===== src/rtl/grid_state_engine.sv =====
`default_nettype none
// ============================================================================
// Module   : grid_state_engine
// Purpose  : Gravity-drop connect-N board engine. Holds a ROWS x COLS board,
//            a one-hot column cursor and the player to move, drops pieces into
//            the lowest free row and detects WIN_LEN-in-line wins
//            (horizontal, vertical, both diagonals) or a full-board draw.
// Ports    : clk, rst (async, active low)
//            put / right / left / new_game : single-cycle command pulses
//            panel[r][c]  : 00 empty, 01 A, 10 B, 11 winning cell
//            play         : one-hot cursor column
//            turn         : 0 = A to move, 1 = B to move
//            invalid_move : one-cycle pulse on put into a full column
//            win_a/win_b/draw : sticky result flags
//            busy         : high while a drop is being placed or checked
// Revision : 1.0 - initial release
// ============================================================================
module grid_state_engine #(
    parameter int ROWS    = 6,
    parameter int COLS    = 7,
    parameter int WIN_LEN = 4
) (
    input  logic            clk,
    input  logic            rst,
    input  logic            put,
    input  logic            right,
    input  logic            left,
    input  logic            new_game,
    output logic [1:0]      panel [0:ROWS-1][0:COLS-1],
    output logic [COLS-1:0] play,
    output logic            turn,
    output logic            invalid_move,
    output logic            win_a,
    output logic            win_b,
    output logic            draw,
    output logic            busy
);
    localparam int CW = $clog2(COLS);

    typedef enum logic [1:0] {
        ST_PLAY  = 2'd0,
        ST_DROP  = 2'd1,
        ST_CHECK = 2'd2,
        ST_OVER  = 2'd3
    } state_t;

    state_t          state_q, state_d;
    logic [1:0]      board_q [0:ROWS-1][0:COLS-1];
    logic [1:0]      board_d [0:ROWS-1][0:COLS-1];
    logic [COLS-1:0] play_q, play_d;
    logic [CW-1:0]   col_q, col_d;
    logic            player_q, player_d;
    logic            turn_q, turn_d;
    logic            invalid_q, invalid_d;
    logic            win_a_q, win_a_d;
    logic            win_b_q, win_b_d;
    logic            draw_q, draw_d;
    logic            busy_q, busy_d;

    logic [CW-1:0]   cur_col;
    logic [1:0]      player_code;
    logic            top_full;
    logic            win_any;
    logic            hit;
    logic            placed;
    logic            win_mask [0:ROWS-1][0:COLS-1];

    assign player_code = player_q ? 2'b10 : 2'b01;

    // Binary index of the one-hot cursor.
    always_comb begin
        cur_col = '0;
        for (int c = 0; c < COLS; c++) begin
            if (play_q[c]) cur_col = CW'(c);
        end
    end

    // With gravity, a full top row means a full board.
    always_comb begin
        top_full = 1'b1;
        for (int c = 0; c < COLS; c++) begin
            if (board_q[0][c] == 2'b00) top_full = 1'b0;
        end
    end

    // Window scan for the latched player. Origins are bounded so that every
    // window lies fully on the board; nothing wraps across an edge.
    always_comb begin
        win_any  = 1'b0;
        hit      = 1'b0;
        win_mask = '{default: 1'b0};
        // horizontal
        for (int r = 0; r < ROWS; r++) begin
            for (int c = 0; c <= COLS - WIN_LEN; c++) begin
                hit = 1'b1;
                for (int k = 0; k < WIN_LEN; k++)
                    if (board_q[r][c+k] != player_code) hit = 1'b0;
                if (hit) begin
                    win_any = 1'b1;
                    for (int k = 0; k < WIN_LEN; k++) win_mask[r][c+k] = 1'b1;
                end
            end
        end
        // vertical
        for (int r = 0; r <= ROWS - WIN_LEN; r++) begin
            for (int c = 0; c < COLS; c++) begin
                hit = 1'b1;
                for (int k = 0; k < WIN_LEN; k++)
                    if (board_q[r+k][c] != player_code) hit = 1'b0;
                if (hit) begin
                    win_any = 1'b1;
                    for (int k = 0; k < WIN_LEN; k++) win_mask[r+k][c] = 1'b1;
                end
            end
        end
        // down-right
        for (int r = 0; r <= ROWS - WIN_LEN; r++) begin
            for (int c = 0; c <= COLS - WIN_LEN; c++) begin
                hit = 1'b1;
                for (int k = 0; k < WIN_LEN; k++)
                    if (board_q[r+k][c+k] != player_code) hit = 1'b0;
                if (hit) begin
                    win_any = 1'b1;
                    for (int k = 0; k < WIN_LEN; k++) win_mask[r+k][c+k] = 1'b1;
                end
            end
        end
        // up-right
        for (int r = WIN_LEN - 1; r < ROWS; r++) begin
            for (int c = 0; c <= COLS - WIN_LEN; c++) begin
                hit = 1'b1;
                for (int k = 0; k < WIN_LEN; k++)
                    if (board_q[r-k][c+k] != player_code) hit = 1'b0;
                if (hit) begin
                    win_any = 1'b1;
                    for (int k = 0; k < WIN_LEN; k++) win_mask[r-k][c+k] = 1'b1;
                end
            end
        end
    end

    // Next-state logic.
    always_comb begin
        state_d   = state_q;
        board_d   = board_q;
        play_d    = play_q;
        col_d     = col_q;
        player_d  = player_q;
        turn_d    = turn_q;
        invalid_d = 1'b0;
        win_a_d   = win_a_q;
        win_b_d   = win_b_q;
        draw_d    = draw_q;
        placed    = 1'b0;

        if (new_game) begin
            // Overrides everything, including a drop in flight.
            state_d = ST_PLAY;
            board_d = '{default: 2'b00};
            play_d  = COLS'(1);
            turn_d  = 1'b0;
            win_a_d = 1'b0;
            win_b_d = 1'b0;
            draw_d  = 1'b0;
        end else begin
            case (state_q)
                ST_PLAY: begin
                    if (put) begin
                        if (board_q[0][cur_col] != 2'b00) begin
                            invalid_d = 1'b1;
                        end else begin
                            col_d    = cur_col;
                            player_d = turn_q;
                            state_d  = ST_DROP;
                        end
                    end else if (right) begin
                        play_d = {play_q[COLS-2:0], play_q[COLS-1]};
                    end else if (left) begin
                        play_d = {play_q[0], play_q[COLS-1:1]};
                    end
                end
                ST_DROP: begin
                    // Scan upward from the bottom; the first empty cell is the landing spot.
                    for (int r = ROWS - 1; r >= 0; r--) begin
                        if (!placed && board_q[r][col_q] == 2'b00) begin
                            board_d[r][col_q] = player_code;
                            placed            = 1'b1;
                        end
                    end
                    state_d = ST_CHECK;
                end
                ST_CHECK: begin
                    if (win_any) begin
                        if (player_q) win_b_d = 1'b1;
                        else          win_a_d = 1'b1;
                        for (int r = 0; r < ROWS; r++)
                            for (int c = 0; c < COLS; c++)
                                if (win_mask[r][c]) board_d[r][c] = 2'b11;
                        state_d = ST_OVER;
                    end else if (top_full) begin
                        draw_d  = 1'b1;
                        state_d = ST_OVER;
                    end else begin
                        turn_d  = ~turn_q;
                        state_d = ST_PLAY;
                    end
                end
                ST_OVER: begin
                end
                default: state_d = ST_PLAY;
            endcase
        end

        busy_d = (state_d == ST_DROP) || (state_d == ST_CHECK);
    end

    always_ff @(posedge clk or negedge rst) begin
        if (!rst) begin
            state_q   <= ST_PLAY;
            board_q   <= '{default: 2'b00};
            play_q    <= COLS'(1);
            col_q     <= '0;
            player_q  <= 1'b0;
            turn_q    <= 1'b0;
            invalid_q <= 1'b0;
            win_a_q   <= 1'b0;
            win_b_q   <= 1'b0;
            draw_q    <= 1'b0;
            busy_q    <= 1'b0;
        end else begin
            state_q   <= state_d;
            board_q   <= board_d;
            play_q    <= play_d;
            col_q     <= col_d;
            player_q  <= player_d;
            turn_q    <= turn_d;
            invalid_q <= invalid_d;
            win_a_q   <= win_a_d;
            win_b_q   <= win_b_d;
            draw_q    <= draw_d;
            busy_q    <= busy_d;
        end
    end

    assign panel        = board_q;
    assign play         = play_q;
    assign turn         = turn_q;
    assign invalid_move = invalid_q;
    assign win_a        = win_a_q;
    assign win_b        = win_b_q;
    assign draw         = draw_q;
    assign busy         = busy_q;

endmodule
`default_nettype wire


===== config.mk =====
export PLATFORM = sky130hd
export DESIGN_NAME = grid_state_engine
export DESIGN_NICKNAME = d
export VERILOG_FILES = /design/src/rtl/grid_state_engine.sv
export SDC_FILE = /design/constraint.sdc
export NUM_CORES = 1
export LEC_CHECK = 0
export ABC_AREA = 1
export BUFFER_PORTS_ARGS = -buffer_cell sky130_fd_sc_hd__buf_4
export CAP_MARGIN = 10
export CORE_ASPECT_RATIO = 1.2
export CORE_MARGIN = 5
export CORE_UTILIZATION = 54
export CTS_BUF_LIST = sky130_fd_sc_hd__clkbuf_4
export CTS_CLUSTER_DIAMETER = 120
export DETAILED_ROUTE_END_ITERATION = 7
export HOLD_SLACK_MARGIN = 0.12
export PLACE_DENSITY = 0.75
export SYNTH_ARGS = -nofsm -noshare
export SYNTH_HDL_FRONTEND = slang
export SYNTH_SLANG_ARGS = --single-unit

===== constraint.sdc =====
create_clock -name clk -period 5.24 [get_ports clk]
set_input_delay 0.262 -clock clk [delete_from_list [all_inputs] [get_ports clk]]
set_output_delay 0.262 -clock clk [all_outputs]
set_load 0.02 [all_outputs]

; ---- Word-level counts from Yosys, hierarchy flattened
; Cells that the tools add are included.
; W data, S select, Z words.
[word_totals]
reg_bits = 103
word_cells = 894
[op_classes]
bitwise = 5
mux = 653
n_lt_le_gt_ge = 3
eq_ne = 99
n_reduce_logical = 82
[ops]
columns = op, n
row1 = $mux W1, 532
row2 = $reduce_and A4 Y1, 43
row3 = $mux W84, 2
row4 = $pmux W84 S2, 1
row5 = $ne A3 B3 Y1 const B, 49
row6 = $mux W2, 65
row7 = $mux W4, 24
row8 = $bwmux W14, 6
row9 = $mux W14, 6
row10 = $ne A2 B2 Y1, 42
row11 = $bmux W2 S3, 7
row12 = $mux W7, 5
row13 = $logic_not A2 Y1, 14
row14 = $reduce_and A3 Y1, 5
row15 = $reduce_bool A2 Y1, 6
row16 = $mux W3, 3
row17 = $ge A4 B4 Y1 const B, 2
row18 = $not A3 Y4, 2
row19 = $demux W2 S3, 1
row20 = $logic_and A1 B1 Y1, 6
row21 = $ne A2 B2 Y1 const B, 3
row22 = $pmux W2 S3, 1
row23 = $reduce_bool A3 Y1, 2
row24 = $logic_not A1 Y1, 5
row25 = 6 further kinds, 10

; ---- Longest topological paths before layout
; Gate-level depths: netlist of run 1.
[depth]
depth_word = 80
mapped_depth = 22
depth_no_buf = 18

; ---- Least setup slack after synthesis of run 1
; OpenSTA, ideal clock, no wires.
[synth_timing]
path_kind = register to register
startpoint = reg player_q
endpoint = reg board_q, in the netlist panel[55]
path_buffers = 4
arrival_time_ps = 2102
slack_ps = 3001
stages_incl_launch_ff = 19
required_time_ps = 5103
cell_sequence = dfrtp_1 -> buf_6 -> inv_8 -> buf_12 -> buf_12 -> o21ai_1 -> nand2_1 -> inv_2 -> o21ai_1 -> nand2_2 -> nor2_1 -> nand2_1 -> nor2_2 -> nand2_2 -> nand2_4 -> nand2_8 -> buf_12 -> nand2_4 -> o21ai_0
[synth_between]
elab_chain_len = 77
[synth_lines]
columns = item, line
row1 = from (decl), 52  ; logic player_q, player_d;
row2 = from (signal assigned), 235  ; player_q <= player_d;
row3 = $mux W2 (*), 68  ; assign player_code = player_q ? 2'b10 : 2'b01;
row4 = $ne A2 B2 Y1, "97, 109, 121"
row5 = $mux W1, "97, 109, 121"
row6 = $mux W1 (3 in a row), 97  ; if (board_q[r][c+k] != player_code) hit = 1'b0;
row7 = $mux W1 (24 in a row), 98  ; if (hit) begin
row8 = $mux W1 (21 in a row), 110  ; if (hit) begin
row9 = $mux W1 (12 in a row), 122  ; if (hit) begin
row10 = $mux W1 (12 in a row), 134  ; if (hit) begin
row11 = $ne A3 B3 Y1 (no source line), --
row12 = $reduce_and A4 Y1 (no source line), --
row13 = to (signal assigned), 232  ; board_q <= board_d;
row14 = to (decl), 48  ; logic [1:0] board_q [0:ROWS-1][0:COLS-1];
; Every way passes the cells marked *; elsewhere a longest branch is shown, timed or not. The select of a mux whose other input is x is not followed.
; A chain may end at the register's enable or synchronous reset.

; ---- Worst setup path in the final report of run 1
[layout_timing]
startpoint = reg player_q
endpoint = reg board_q, in the netlist panel[0]
; Same word-level chain as after synthesis.

==> summary.txt, run 1 <==
Critical path
  – Endpoint class of the critical path: flop
  – CP top delay family: simple AND/OR/NAND/NOR gates
  – CP max stage cell: dfrtp_1
  – CP bufs+invs: 1
  – Cells along the critical path: buf_4 -> nand2_1 -> nand2_1 -> nand2_1 -> nor3_2 -> o21ai_1 -> nand2_1 -> nor2_1 -> nand2_1 -> nor2_2 -> nand2_2 -> nand2_4 -> nand2_8 -> nand2_1 -> o21ai_0
  – Crit path arrival time: approximately 4400 ps
  – CP startpoint kind: flop
  – Worst path required time: between 5000 and 6000 ps
  – Worst path max stage delay: approximately 880 ps
  – Critical path class: reg2reg
  – CP Max Fanout: 71
  – Most frequent CP cell: nand2_1

Power
  – Maximum vdd drop: roughly 0.3 mV
  – P_leak: 4.86 nW
  – Sw Share: 57.3%
  – Flop pwr share: between 20% and 30%
  – Clock power share: about a tenth
  – Int Pwr: around 1.9 mW
  – PwrDens: between 400 and 500 nW/um^2
  – Combinational share of power: 61.2%
  – Switching power: ~2.5 mW

Placement
  – HPWL after detailed placement: about 27,000 um
  – I/O Buffers: 102
  – DP Area: 8980 sq um
  – RePlAce Congestion: between 1 and 1.5

Routing
  – First-pass DRT Iterations: 8
  – Routed WL: ~34,000 um
  – DRC: 0
  – Drt via density: between 5 and 6
  – ANT nets after route: 0
  – Initial DRC count: about 1,400
  – Via Count: slightly above 9,000
  – Wirelength per Cell: 21.2 um

Logic synthesis
  – Netlist Area Pre-Place: roughly 8200 sq um
  – Mean Syn Cell Area: roughly 6.4 sq um
  – Post-synth net total: around 1,300
  – Synth Register Bits: approximately 100
  – Synth warnings: 0
  – Seq/Total Area, Yosys: a little under a third
  – Distinct cells, synth: 48
  – Mapped Cells: about 1,300

STA
  – Relative slew margins: 31.3%
  – Setup violators final: 0
  – Max Slew Vio Count: 0
  – Final period demand of the worst path: roughly 4000 ps
  – Final setup TNS: 0 ps
  – Hold_ws: about 130 ps
  – RSZ-0062 raised after global routing: no
  – Slew @ Worst Pin: 1030 ps
  – Crit share post-route: roughly 76%
  – Max Freq: between 200 and 300 MHz
  – Endpoints failing hold: 0
  – Final Skew: between 30 and 40 ps

GRT
  – Total track usage: a little under two fifths
  – Initial antenna violation count: 2
  – Largest net degree at the start of global routing: between 70 and 80
  – First-pass GRT wire length: just over 50,000 um
  – Vias in the first global route: between 8,000 and 9,000
  – GRT Residual Overflow: 0

Clock network
  – CTS resizes: 0
  – Setup repair bufs after CTS: 0
  – CTS root buffer: clkbuf_4
  – CTS tree: built
  – Clk slew on worst S/H paths: ~170 ps
  – Worst-skew pair later-pin latency: about 500 ps
  – Clk sinks: about 100
  – TritonCTS Buffers: 9
  – Depth of the CTS H-tree: 3
  – CTS max path bufs: 2

Final layout
  – Design Area, Final: about 9200 sq um
  – Area Overhead vs Synth: 11.7%
  – Final core area utilization: 61.2%
  – Most frequent cells in the layout: 432 x nand2_1, 161 x inv_1, 150 x nor2_1
  – Flip-flop and latch area: 2580 sq um
  – Fin nets: 1,392
  – Commonest non-fill, non-tap cell in the layout: nand2_1
  – Multi-input gate area: 4700 sq um
  – Share of layout cells above drive strength 1: 14.7%
  – Fillers: approximately 1,500

Floorplan
  – Top Ports: ~100
  – Die area: 17,800 sq um
  – Rows: ~50
  – Core Area: 15,000 sq um
  – Starting density of the core: 54.8%
  – Die boundary width: around 120 um
  – Die height: between 100 and 150 um

Outcome
  – Status: finished, final reports clean

Run
  – Max Cap Violations: 0

Hold path
  – Min-Delay Path Class: in2reg
-- power by group through the flow --
stage | registers, mW | clock network, mW | logic, mW
after floorplan | 1.41 | 0 | 1.58
after global placement | 1.27 | 0 | 2.60
after detailed placement | 1.28 | 0 | 2.63
after CTS | 1.27 | 0.433 | 2.64
after global routing | 1.31 | 0.462 | 2.90
final | 1.28 | 0.431 | 2.70
-- synth_stat cells, drive strengths merged --
library cell	count	share of area, %
o2111ai	6	0.64
nor2b	1	0.076
a22o	1	0.11
a2111oi	1	0.11
dfrtp	102	31
a31oi	1	0.076
nand2	475	25
a22oi	1	0.092
and2	1	0.076
or2	2	0.15
a311oi	1	0.11
inv	168	7.8
nor3b	1	0.092
o221ai	1	0.11
o22ai	2	0.15
o21a	4	0.37
o31ai	2	0.18
buf	18	2.9
nor4	2	0.15
nand3b	7	0.64
nor2	160	7.6
nand3	70	4.7
a41oi	1	0.11
dfstp	1	0.32
and3	4	0.30
nor3	24	2.0
a21oi	29	1.9
nand4	34	2.6
clkbuf	4	0.43
a211oi	1	0.092
o21bai	3	0.27
o211ai	1	0.092
clkinv	4	0.18
o21ai	154	9.6
-- metal layers --
layer  track usage, %  part of all wire [%]  vias to the layer above
met5                0                     0                        -
met4             26.7                   8.8                        0
met3             7.79                   8.9                      160
met2             58.5                    45                      564
met1             47.0                    37                     4267
li1                 -                     -                     4326
-- registers in the layout, indices dropped and copies added, names as in the netlist --
signal and flops:
busy 1, col_q 3, draw 1, invalid_move 1, panel 84, play 7
player_q 1, state_q 2, turn 1, win_a 1, win_b 1
-- worst register-to-register path: cells and delay by family, from the launching register on --
| family | cells | cell delay, ps |
|---|---|---|
| and+or+nand+nor | 12 | 2070 |
| DFF | 1 | 880 |
| AOI/OAI and AO/OA | 2 | 500 |
| buffers and inverters | 1 | 440 |
-- stage by stage --
step | setup WS [ps] | power [mW] | cells
after global routing | 1110 | 4.67 | 1597
after detailed placement | 1390 | 3.91 | 1575
after CTS | 1330 | 4.34 | 1594
after global placement | 1440 | 3.87 | 1575
final | 1240 | 4.41 | 1597
after floorplan | 3000 | 3.00 | 1287
-- final timing paths --
path / from / end / slack [ps] / cells past startpoint
worst max-delay path: player_q / panel[0] / 1240 / 15
worst min-delay path: right / play[4] / 130 / 3
worst max register to register: player_q / panel[0] / 1240 / 15
worst min register to register: win_b / win_b / 530 / 2
max in group asynchronous: rst / panel[0] / 3790 / 3
min in group asynchronous: rst / play[4] / 310 / 2
-- cell type report --
class | instances | area share [%]
Multi-Input combinational cell | 990 | 51.3
Sequential cell | 103 | 28.1
Timing Repair Buffer | 110 | 9.12
Inverter | 172 | 7.13
Tap cell | 204 | 2.79
Clock buffer | 10 | 0.819
Clock inverter | 5 | 0.642
Antenna cell | 3 | 0.0819
-- logic make-up (layout without fill, tap and decap cells) --
| kind of cell | Yosys count | count (layout) | share of synthesized area (%) |
|---|---|---|---|
| buffers and inverters | 194 | 297 | 11.3 |
| AOI/OAI and AO/OA | 209 | 209 | 14.0 |
| and+or+nand+nor | 781 | 781 | 43.3 |
| DFF | 103 | 103 | 31.4 |
| other | 0 | 3 | 0 |
-- what timing repair did --
item,in CTS,in global routing
hold buffers,4,0
setup endpoints to repair,0,0
hold endpoints to repair,56,0
No activity file was read; power rests on OpenSTA's default activity.
==> run 2, diff against run 1 <==
ABC_AREA = 0   (was 1)
clock period = 3.82 ns   (was 5.24 ns; I/O delays follow)
==> run 2 against run 1 <==
Net effect:
- the run now ends with setup timing left
- largest power group unchanged
- sequential share of layout area fell by 3.2 points
- highest routed layer unchanged
- clock skew rose by 9.7 ps
- combinational power rose by 29%
- cell count fell by 11%
- area after synthesis rose by 8.9%
- non-clock buffer count rose by 53
- critical path depth fell by 5
- clock power rose by 45%
- register-to-register slack got worse by 1300 ps
- synthesized cell count fell by 16%
- global-route usage rose by 8.5 points
- wire length rose by 34%
==> summary.txt, run 2 <==
Placement
  – I/O Buffers: between 100 and 150
  – HPWL after detailed placement: about 35,000 um
  – Place WS: -30.8 ps
  – RePlAce Congestion: roughly 1.2

Power
  – Flop pwr share: around a third
  – PwrDens: 584 nW/um^2
  – Sw Share: roughly 53%
  – Switching power: 3.23 mW
  – Int Pwr: 2.82 mW
  – P_leak: between 4 and 5 nW
  – Combinational share of power: between 50 and 60%
  – Overall power: 6.05 mW
  – Clock power share: 10.3%
  – Maximum vdd drop: approximately 0.38 mV

Logic synthesis
  – Synth top area cells: dfrtp_1 29%, mux2_2 5.3%, nor2_1 4.4%, a21oi_1 4.0%, nand2b_1 3.8%
  – Mean Syn Cell Area: ~8.3 sq um
  – Largest family of logic cells by synthesized area: simple AND/OR/NAND/NOR gates
  – Post-synthesis adder-cell area fraction: 0%
  – Synth Area in Compound Gates: between 20% and 30%
  – Synth Register Bits: between 100 and 150
  – Simple-gate share of the synthesized area: approximately a third
  – Mapped Cells: ~1,100
  – Top FF cell, synth: dfrtp_1
  – Synth cell count leaders: 105 x nor2_1, 102 x dfrtp_1, 79 x nand2_1, 72 x a21oi_1, 54 x nand2b_1
  – Post-synth net total: ~1,100
  – Netlist Area Pre-Place: between 8000 and 9000 sq um
  – XOR/XNOR Fraction of Synth Area: 0%
  – Mux cell area share after synthesis: about 9.7%
  – Distinct cells, synth: 94
  – Post-synth EDFFs: 0
  – Most common cell in the netlist: nor2_1
  – Synth warnings: 0
  – Yosys top cell by area: dfrtp_1
  – Seq/Total Area, Yosys: between 20% and 30%
  – Yosys top cell area share: 28.6%
  – Ys async rst share: 100%

Critical path
  – CP startpoint kind: flop
  – FF-to-FF setup slack: -50 ps
  – Crit path arrival time: roughly 4300 ps
  – Worst R2R End: panel[32]
  – RR Startpoint: player_q
  – CP max stage cell: a2111oi_2
  – Critical path origin: player_q
  – CP bufs+invs: 2
  – Setup crit end: panel[32]
  – CP Max Fanout: 67
  – CP top delay family: compound AO/OA/AOI/OAI gates
  – Critical path class: reg2reg
  – Cells along the critical path: buf_12 -> nor3b_1 -> a22oi_1 -> a2111oi_2 -> a2111oi_0 -> buf_4 -> a31oi_1 -> a31oi_1 -> o21ai_0 -> a21oi_2
  – Most frequent CP cell: a31oi_1
  – Critical path depth: 10
  – Worst path max stage delay: about 840 ps
  – Endpoint class of the critical path: flop
  – Reg2reg path depth: 10
  – Worst path required time: 4260 ps

Routing
  – Routed WL: between 40,000 and 50,000 um
  – DRC: 0
  – Wirelength per Cell: 31.9 um
  – Drt via density: 7.52
  – Via Count: 10,700
  – Initial DRC count: 1,938
  – First-pass DRT Iterations: 7
  – ANT nets after route: 0

STA
  – Hold_ws: between 200 and 300 ps
  – RSZ-0062 raised after global routing: no
  – Final Skew: roughly 43 ps
  – Endpoints failing hold: 0
  – Relative slew margins: between 20% and 30%
  – Final WS setup: -52.7 ps
  – Max Slew Vio Count: 0
  – Slew @ Worst Pin: about 1100 ps
  – Crit share post-route: 101%
  – Setup violators final: 2
  – Max Freq: 258 MHz
  – Final period demand of the worst path: 3870 ps

Floorplan
  – Die height: between 150 and 200 um
  – Die boundary width: between 100 and 150 um
  – Rows: 51
  – Die area: 19,200 sq um
  – Starting density of the core: a little over half
  – Top Ports: around 100
  – Core Area: ~16,000 sq um

Clock network
  – CTS max path bufs: 2
  – CTS root buffer: clkbuf_4
  – Depth of the CTS H-tree: 3
  – Worst-skew pair later-pin latency: between 500 and 600 ps
  – TritonCTS Buffers: 9
  – Setup repair bufs after CTS: 0
  – CTS tree: built
  – Clk sinks: about 100
  – Clk slew on worst S/H paths: approximately 220 ps

GRT
  – GRT Residual Overflow: 0
  – First-pass GRT wire length: about 66,000 um
  – GR peak layer: met2
  – Vias in the first global route: around 10,000
  – Largest net degree at the start of global routing: 68
  – Total track usage: 46.5%
  – Met3 Usage GRT: between 10% and 20%
  – Met2 Resource Use GR: 70.9%
  – Grt met1 use: a little under three fifths
  – Initial antenna violation count: 1

Final layout
  – Max reg flops: 84
  – Area Overhead vs Synth: 15.9%
  – Share of layout cells above drive strength 1: about a quarter
  – Final core area utilization: around 64%
  – Fin nets: approximately 1,200
  – Commonest non-fill, non-tap cell in the layout: buf_4
  – Most frequent cells in the layout: 155 x buf_4, 105 x nor2_1, 100 x dfrtp_1

Outcome
  – Failing checks: setup timing
  – Status: finished, violations left

Hold path
  – Min-Delay Path Class: in2async

Run
  – Max Cap Violations: 0
run 2: cell families after synthesis:
logic type	count (synthesis)
DFF	103
AOI/OAI and AO/OA	312
muxes	80
buffers and inverters	82
and+or+nand+nor	498
run 2: timing repair:
| item | 4_1_cts | 5_1_grt |
|---|---|---|
| pin swaps | 0 | 0 |
| resized for setup | 1 | 1 |
| endpoints found under the setup margin | 2 | 2 |
| hold endpoints to repair | 111 | 0 |
| hold buffers | 5 | 0 |
run 2: metal layers:
| metal | part of all wire, % | up-vias |
|---|---|---|
| met4 | 9.9 | 0 |
| met1 | 34 | 4969 |
| met5 | 0 | - |
| met2 | 42 | 1055 |
| li1 | - | 4333 |
| met3 | 14 | 342 |
run 2: cell type report:
class	count	area [sq um]
Inverter	37	139
Clock buffer	10	75.1
Tap cell	212	265
Antenna cell	2	5.00
Fill cell	1443	5920
Multi-Input combinational cell	890	5960
Sequential cell	103	2580
Clock inverter	6	57.6
Timing Repair Buffer	163	1270
run 2: worst min path at each step:
| stage | start | end |
|---|---|---|
| detailed placement | rst | panel[64] |
| CTS | left | play[2] |
| finish | rst | panel[78] |
| global route | rst | panel[78] |
| global placement | rst | panel[65] |
| floorplan | rst | busy |
run 2: metrics by stage:
stage	TNS, ps	cell area (sq um)	instances
2_1_floorplan	0	8930	1075
3_3_place_gp	0	10200	1400
3_5_place_dp	-53.4	10200	1400
4_1_cts	0	10300	1421
5_1_grt	0	10300	1422
6_report	-75.7	10400	1423
run 2: power by group through the flow:
| stage | logic (mW) | clock network, mW | registers [mW] |
|---|---|---|---|
| after floorplan | 1.88 | 0 | 1.89 |
| after global placement | 3.28 | 0 | 1.89 |
| after detailed placement | 3.32 | 0 | 1.89 |
| after CTS | 3.34 | 0.608 | 1.87 |
| after global routing | 3.62 | 0.651 | 1.94 |
| final | 3.49 | 0.625 | 1.93 |
run 2: worst reg2reg max path: stages, from the launching register on:
cell	delay, ps
dfrtp_2	500
buf_12	200
nor3b_1	720
a22oi_1	210
a2111oi_2	840
a2111oi_0	170
buf_4	190
a31oi_1	560
a31oi_1	190
o21ai_0	150
a21oi_2	50
